File: config.mk
export PLATFORM = sky130hd
export DESIGN_NAME = scope_buffer_writer
export DESIGN_NICKNAME = d
export VERILOG_FILES = /design/src/rtl/scope_buffer_writer_pkg.sv /design/src/rtl/sample_to_row.sv /design/src/rtl/scope_buffer_writer.sv
export SDC_FILE = /design/constraint.sdc
export NUM_CORES = 1
export LEC_CHECK = 0
export CORE_ASPECT_RATIO = 0.6
export CORE_UTILIZATION = 40
export DETAILED_ROUTE_END_ITERATION = 10
export DONT_BUFFER_PORTS = 1
export GPL_TIMING_DRIVEN = 0
export SYNTH_ARGS = -nofsm -noshare
export SYNTH_HDL_FRONTEND = slang
export SYNTH_SLANG_ARGS = --single-unit
File: constraint.sdc
create_clock -name clk -period 2.61 [get_ports clk]
set_clock_uncertainty 0.05 [all_clocks]
set_input_delay 0.3915 -clock clk [delete_from_list [all_inputs] [get_ports clk]]
set_output_delay 0.3915 -clock clk [all_outputs]
set_load 0.005 [all_outputs]
File: src/rtl/scope_buffer_writer_pkg.sv
`default_nettype none
// ============================================================================
// Module      : scope_buffer_writer_pkg
// Description : Shared definitions for the scope display path. Holds the
//               writer FSM state encodings and the VGA geometry constants
//               that the writer and the VGA reader must agree on.
// Revision    : 1.0 - initial release
// ============================================================================
package scope_buffer_writer_pkg;

  // Writer FSM states
  typedef enum logic [1:0] {
    ST_IDLE      = 2'd0,
    ST_ARM       = 2'd1,
    ST_CAPTURE   = 2'd2,
    ST_WAIT_SWAP = 2'd3
  } state_e;

  // VGA geometry shared with vga_module
  localparam int COLUMNS = 640;  // columns per capture
  localparam int ROWS    = 480;  // visible rows
  localparam int CENTER  = 240;  // row drawn for a zero sample

endpackage
`default_nettype wire

File: src/rtl/sample_to_row.sv
`default_nettype none
// ============================================================================
// Module      : sample_to_row
// Description : Combinational mapping of a signed sample to a screen row:
//               arithmetic right shift, subtract from the centre row, clamp
//               to 0..ROWS-1. Larger samples are drawn higher on screen.
// Ports       : i_data  - signed two's-complement sample (D_WIDTH)
//               o_row   - clamped row index (DATA_WIDTH)
// Revision    : 1.0 - initial release
// ============================================================================
module sample_to_row #(
  parameter int D_WIDTH    = 24,
  parameter int DATA_WIDTH = 9,
  parameter int ROWS       = 480,
  parameter int CENTER     = 240,
  parameter int SHIFT      = 15
) (
  input  logic [D_WIDTH-1:0]    i_data,
  output logic [DATA_WIDTH-1:0] o_row
);

  // Two guard bits keep CENTER - scaled from overflowing for any input.
  localparam int                     c_y_w       = D_WIDTH + 2;
  localparam logic signed [c_y_w-1:0] c_center   = c_y_w'(CENTER);
  localparam logic signed [c_y_w-1:0] c_row_max  = c_y_w'(ROWS - 1);

  logic signed [D_WIDTH-1:0] w_scaled;
  logic signed [c_y_w-1:0]   w_y;

  assign w_scaled = $signed(i_data) >>> SHIFT;
  assign w_y      = c_center - $signed({{2{w_scaled[D_WIDTH-1]}}, w_scaled});

  always_comb begin
    o_row = w_y[DATA_WIDTH-1:0];
    if (w_y[c_y_w-1]) begin
      o_row = '0;
    end else if (w_y > c_row_max) begin
      o_row = c_row_max[DATA_WIDTH-1:0];
    end
  end

endmodule
`default_nettype wire

File: src/rtl/scope_buffer_writer.sv
`default_nettype none
// ============================================================================
// Module      : scope_buffer_writer
// Description : Writer side of the double-buffered VGA scope memory.
//               Decimates incoming samples, waits for a rising zero crossing
//               (or a timeout), then writes one row value per column into the
//               write bank. A full bank is handed to the reader only on a
//               frame start so the display never tears.
// Ports       : clk, reset      - clock, synchronous active-high reset
//               i_data, i_dv    - sample and its 1-cycle valid strobe
//               i_enable        - capture enable level
//               i_frame_start   - 1-cycle pulse at VGA vertical sync
//               o_wr_en/bank/addr/data - RAM write port (1 clk latency)
//               o_rd_bank       - bank the VGA reader displays
//               o_busy          - high in ARM, CAPTURE or WAIT_SWAP
// Revision    : 1.0 - initial release
// ============================================================================
module scope_buffer_writer #(
  parameter int D_WIDTH      = 24,
  parameter int ADDR_WIDTH   = 10,
  parameter int DATA_WIDTH   = 9,
  parameter int COLUMNS      = scope_buffer_writer_pkg::COLUMNS,
  parameter int ROWS         = scope_buffer_writer_pkg::ROWS,
  parameter int CENTER       = scope_buffer_writer_pkg::CENTER,
  parameter int SHIFT        = 15,
  parameter int DECIM        = 4,
  parameter int TRIG_TIMEOUT = 2048
) (
  input  logic                  clk,
  input  logic                  reset,
  input  logic [D_WIDTH-1:0]    i_data,
  input  logic                  i_dv,
  input  logic                  i_enable,
  input  logic                  i_frame_start,
  output logic                  o_wr_en,
  output logic                  o_wr_bank,
  output logic [ADDR_WIDTH-1:0] o_wr_addr,
  output logic [DATA_WIDTH-1:0] o_wr_data,
  output logic                  o_rd_bank,
  output logic                  o_busy
);

  import scope_buffer_writer_pkg::*;

  localparam int c_dec_w = (DECIM > 1) ? $clog2(DECIM) : 1;
  localparam int c_tmo_w = $clog2(TRIG_TIMEOUT) + 1;

  state_e                  state_q;
  logic [c_dec_w-1:0]      dec_cnt_q;
  logic [c_tmo_w-1:0]      tmo_cnt_q;
  logic [ADDR_WIDTH-1:0]   col_q;
  logic                    prev_neg_q;
  logic                    prev_valid_q;
  logic                    wr_en_q;
  logic                    wr_bank_q;
  logic                    rd_bank_q;
  logic                    busy_q;
  logic [ADDR_WIDTH-1:0]   wr_addr_q;
  logic [DATA_WIDTH-1:0]   wr_data_q;

  logic [DATA_WIDTH-1:0]   w_row;
  logic                    w_accept;
  logic                    w_cur_neg;
  logic                    w_trigger;
  logic                    w_timeout;
  logic                    w_last_col;

  sample_to_row #(
    .D_WIDTH    (D_WIDTH),
    .DATA_WIDTH (DATA_WIDTH),
    .ROWS       (ROWS),
    .CENTER     (CENTER),
    .SHIFT      (SHIFT)
  ) u_sample_to_row (
    .i_data (i_data),
    .o_row  (w_row)
  );

  assign w_accept   = i_dv && (state_q != ST_IDLE) &&
                      (dec_cnt_q == c_dec_w'(DECIM - 1));
  assign w_cur_neg  = i_data[D_WIDTH-1];
  // Rising zero crossing needs a previous accepted sample in this arm period.
  assign w_trigger  = prev_valid_q && prev_neg_q && !w_cur_neg;
  assign w_timeout  = (tmo_cnt_q == c_tmo_w'(TRIG_TIMEOUT - 1));
  assign w_last_col = (col_q == ADDR_WIDTH'(COLUMNS - 1));

  always_ff @(posedge clk) begin
    if (reset) begin
      state_q      <= ST_IDLE;
      dec_cnt_q    <= '0;
      tmo_cnt_q    <= '0;
      col_q        <= '0;
      prev_neg_q   <= 1'b0;
      prev_valid_q <= 1'b0;
      wr_en_q      <= 1'b0;
      wr_bank_q    <= 1'b0;
      rd_bank_q    <= 1'b0;
      busy_q       <= 1'b0;
      wr_addr_q    <= '0;
      wr_data_q    <= '0;
    end else begin
      wr_en_q   <= 1'b0;
      // Write bank is always the one the reader is not showing.
      wr_bank_q <= ~rd_bank_q;

      // Decimator runs in every active state, including WAIT_SWAP, so the
      // phase is continuous into the next ARM period.
      if (state_q == ST_IDLE) begin
        dec_cnt_q <= '0;
      end else if (i_dv) begin
        dec_cnt_q <= (dec_cnt_q == c_dec_w'(DECIM - 1)) ? '0 : dec_cnt_q + 1'b1;
      end

      case (state_q)
        ST_IDLE: begin
          tmo_cnt_q    <= '0;
          prev_valid_q <= 1'b0;
          col_q        <= '0;
          if (i_enable) begin
            state_q <= ST_ARM;
            busy_q  <= 1'b1;
          end
        end

        ST_ARM: begin
          if (!i_enable) begin
            state_q <= ST_IDLE;
            busy_q  <= 1'b0;
          end else if (w_accept) begin
            prev_neg_q   <= w_cur_neg;
            prev_valid_q <= 1'b1;
            tmo_cnt_q    <= tmo_cnt_q + 1'b1;
            if (w_trigger || w_timeout) begin
              wr_en_q   <= 1'b1;
              wr_addr_q <= '0;
              wr_data_q <= w_row;
              col_q     <= ADDR_WIDTH'(1);
              state_q   <= ST_CAPTURE;
            end
          end
        end

        ST_CAPTURE: begin
          if (!i_enable) begin
            state_q <= ST_IDLE;
            busy_q  <= 1'b0;
          end else if (w_accept) begin
            wr_en_q   <= 1'b1;
            wr_addr_q <= col_q;
            wr_data_q <= w_row;
            if (w_last_col) begin
              col_q   <= '0;
              state_q <= ST_WAIT_SWAP;
            end else begin
              col_q <= col_q + 1'b1;
            end
          end
        end

        ST_WAIT_SWAP: begin
          if (i_frame_start) begin
            rd_bank_q    <= ~rd_bank_q;
            wr_bank_q    <= rd_bank_q;
            tmo_cnt_q    <= '0;
            prev_valid_q <= 1'b0;
            if (i_enable) begin
              state_q <= ST_ARM;
            end else begin
              state_q <= ST_IDLE;
              busy_q  <= 1'b0;
            end
          end
        end

        default: begin
          state_q <= ST_IDLE;
          busy_q  <= 1'b0;
        end
      endcase
    end
  end

  assign o_wr_en   = wr_en_q;
  assign o_wr_bank = wr_bank_q;
  assign o_wr_addr = wr_addr_q;
  assign o_wr_data = wr_data_q;
  assign o_rd_bank = rd_bank_q;
  assign o_busy    = busy_q;

endmodule
`default_nettype wire

==> flow_summary_export.csv <==
group,metric,value,unit
place,globalplace.congestion,0.8418,
global_routing,grt.overflow.total,0,
cts,clock-sinks,51,
final_layout,final_common_cell,"dfxtp_1",
worst_setup_path,reg2reg_from,"tmo_cnt_q[0]",
floorplan,rows,22,
final_layout,mostFrequentLayoutCells,"dfxtp_1, a21oi_1, nand2_1, nor2_1, o21ai_0",
sta,slew_viol_final,0,
place,port_buffers,0,
worst_setup_path,endpoint_kind,"register",
power,clock_power_share,0.324,
power,p_sw,0.4577,mW
sta,finalSetupViolCount,0,
min_path,hold_class,"primary input to register",
final_layout,fillers,657,
global_routing,use_met1,0.3366,
power,ir_drop,0.2741,mV
cts,cts_tree,"done",
place,dp.final_hpwl,4752,um
cts,h-tree-depth,2,
sta,finalSetupTns,0,ps
worst_setup_path,critPathMaxFanout,9,
logic_synthesis,syn_inst,323,
sta,period_minus_slack,2382,ps
final_layout,final_area,2843,um2
cts,path_clk_slew,100,ps
worst_setup_path,critPathLaunch,"tmo_cnt_q[0]",
power,p_int,1.059,mW
final_layout,diodes,0,
cts,clock-root-buffer,"clkbuf_8",
sta,tightestPinTransition,664.1,ps
cts,numCtsBuffers,5,
floorplan,core,6221,um2
floorplan,start_util,0.4232,
power,powerDensity,533.5,nW/um2
final_layout,layout.nets,367,
logic_synthesis,synthFlopType,"dfxtp_1",
floorplan,num_io_pins,52,
global_routing,grt_use_total,0.2086,
place,postPlaceCellArea,2738,um2
power,p_sw_frac,0.3018,
sta,hold_viol,0,
logic_synthesis,ys_ff_latch,51,
worst_setup_path,rr_worst_depth,6,
global_routing,grt.met3_usage,0.05433,
drt,drtPass1Iterations,5,
logic_synthesis,synth_nets,361,
worst_setup_path,worst_r2r_endpoint,"col_q[8]",
power,seq_power_share,0.524,
drt,drt_iter0_markers,196,
run,cap_violations,0,
global_routing,grt.busiest_layer,"met1",
worst_setup_path,crit_arrival,2570,ps
cts,postCtsSetupBuffers,0,
power,leakage,0.9322,nW
floorplan,die_h,64.84,um
floorplan,die_x,106.7,um
global_routing,grt_max_degree,19,
cts,clkLatencyLatePin,310,ps
outcome,status,"finished clean",
sta,hold_ws,154.5,ps
logic_synthesis,syn-cell-area,2633,um2
logic_synthesis,ys_seq_area_frac,0.3878,
worst_setup_path,start_kind,"register",
global_routing,grt_first_pass_wirelength,11300,um
logic_synthesis,synth_edf_count,0,
final_layout,drive_above_1_share,0.07273,
power,p_comb_frac,0.152,
cts,ctsHoldBuffers,0,
drt,drt.antenna.violating_nets,0,
final_layout,areaGrowthSynthToFinish,7.985,%
worst_setup_path,crit_type,"register to register",
sta,rsz0062_at_grt,"false",
logic_synthesis,avgSynthCellArea,8.150,um2
drt,wl,6511,um
global_routing,met2_usage,0.2613,
logic_synthesis,synthArstFlopShare,0,
floorplan,die_area,6920,um2
drt,via_per_inst,5.756,
drt,vias,2383,
logic_synthesis,yosysWarnings,0,
cts,cts_max_path_buffers,2,
global_routing,grt_pass1_vias,2248,
sta,slew_headroom,0.5563,
drt,wl_per_cell,15.73,um
worst_setup_path,critical_path.endpoint,"col_q[8]",
sta,final.period_utilization,0.9128,
worst_setup_path,critPathRequiredTime,2800,ps
worst_setup_path,rrSetupSlack,230,ps
sta,timing.fmax,419.8,MHz
logic_synthesis,ys_types,56,
min_path,hold-path-cell-count,2,
drt,drc,0,
global_routing,antenna_found_initial,0,
[metal layers]
| layer | wire, um | share of wire |
|---|---|---|
| met1 | 3610 | 0.55 |
| met2 | 2401 | 0.37 |
| met3 | 499 | 0.077 |
| met4 | 0 | 0 |
| met5 | 0 | 0 |
[power groups by stage]
| stage | sequential (mW) | combinational [mW] | clock (mW) |
|---|---|---|---|
| global placement | 0.812 | 0.222 | 0 |
| finish | 0.794 | 0.230 | 0.492 |
| detailed placement | 0.812 | 0.223 | 0 |
| floorplan | 0.810 | 0.168 | 0 |
| global route | 0.796 | 0.258 | 0.551 |
| CTS | 0.794 | 0.225 | 0.512 |
[cell usage after synthesis, drive strengths merged, types with 2 or more instances]
cell | n | area, um2
nor4 | 4 | 31.28
nand4 | 14 | 100.1
o311ai | 2 | 35.04
or4 | 3 | 22.52
nor2b | 2 | 12.51
nand3 | 13 | 65.06
and2 | 4 | 25.03
nand3b | 3 | 22.52
a21oi | 42 | 210.2
nand2b | 2 | 12.51
xnor2 | 4 | 35.03
ha | 9 | 112.6
a211oi | 6 | 45.04
nand4b | 6 | 52.55
and3 | 2 | 12.51
nor3b | 2 | 15.01
buf | 2 | 8.750
and4 | 3 | 26.28
inv | 8 | 30.03
nor2 | 30 | 112.6
or3 | 3 | 18.77
a22o | 4 | 35.03
mux2i | 2 | 20.02
a31oi | 4 | 25.02
clkbuf | 14 | 52.55
o21ai | 17 | 85.08
nor3 | 14 | 75.07
nand2 | 33 | 128.9
o31a | 2 | 17.52
dfxtp | 51 | 1021
[stage by stage]
stage          setup WS, ps  cells  power (mW)  utilization
2_1_floorplan         459.9    323      0.9778            -
3_3_place_gp         0.7125    407       1.034       0.4401
3_5_place_dp          11.14    407       1.036       0.4401
4_1_cts               65.41    415       1.531       0.4556
5_1_grt               1.090    414       1.605       0.4570
6_report              227.7    414       1.517       0.4570
[how the worst min path moves through the flow]
| stage | from | end | slack, ps |
|---|---|---|---|
| 3_5_place_dp | prev_neg_q | prev_neg_q | 410 |
| 2_1_floorplan | prev_neg_q | prev_neg_q | 390 |
| 4_1_cts | i_enable | o_busy | 150 |
| 5_1_grt | i_enable | o_busy | 160 |
| 3_3_place_gp | prev_neg_q | prev_neg_q | 400 |
| 6_report | i_enable | o_busy | 150 |
[worst max-delay path, stage by stage (launching register included)]
cell and delay (ps):
dfxtp_1 410, ha_1 270, nand4_2 200, o311ai_4 570, nand2_2 150, or4_1 520, a21oi_1 150
[flip-flops by register name, summed over array words and instances, names as in the netlist]
register      cells
tmo_cnt_q        12
col_q            10
o_wr_addr        10
o_wr_data         9
dec_cnt_q         2
state_q           2
o_busy            1
o_rd_bank         1
o_wr_bank         1
o_wr_en           1
prev_neg_q        1
prev_valid_q      1
[what timing repair did]
action,in CTS,in global routing
resized for setup,1,7
setup endpoints to repair,2,37
gates cloned,0,0
hold endpoints to repair,0,0
[layout make-up]
class,count,area (um2),share of cell area
Multi-Input combinational cell,248,1533,0.5392
Sequential cell,51,1021,0.3592
Tap cell,84,105.1,0.03697
Clock buffer,5,68.82,0.02421
Buffer,15,60.06,0.02113
Inverter,8,30.03,0.01056
Clock inverter,3,25.02,0.008803
[cells by family after synthesis]
family / count (synthesis) / synth area share
compound gates: 90 / 0.2172
xor+xnor: 5 / 0.01663
flops: 51 / 0.3878
mux: 3 / 0.01188
buf+inv: 24 / 0.03469
simple gates: 141 / 0.2890
fa+ha+maj: 9 / 0.04278
Power figures use the tool's default switching activity.
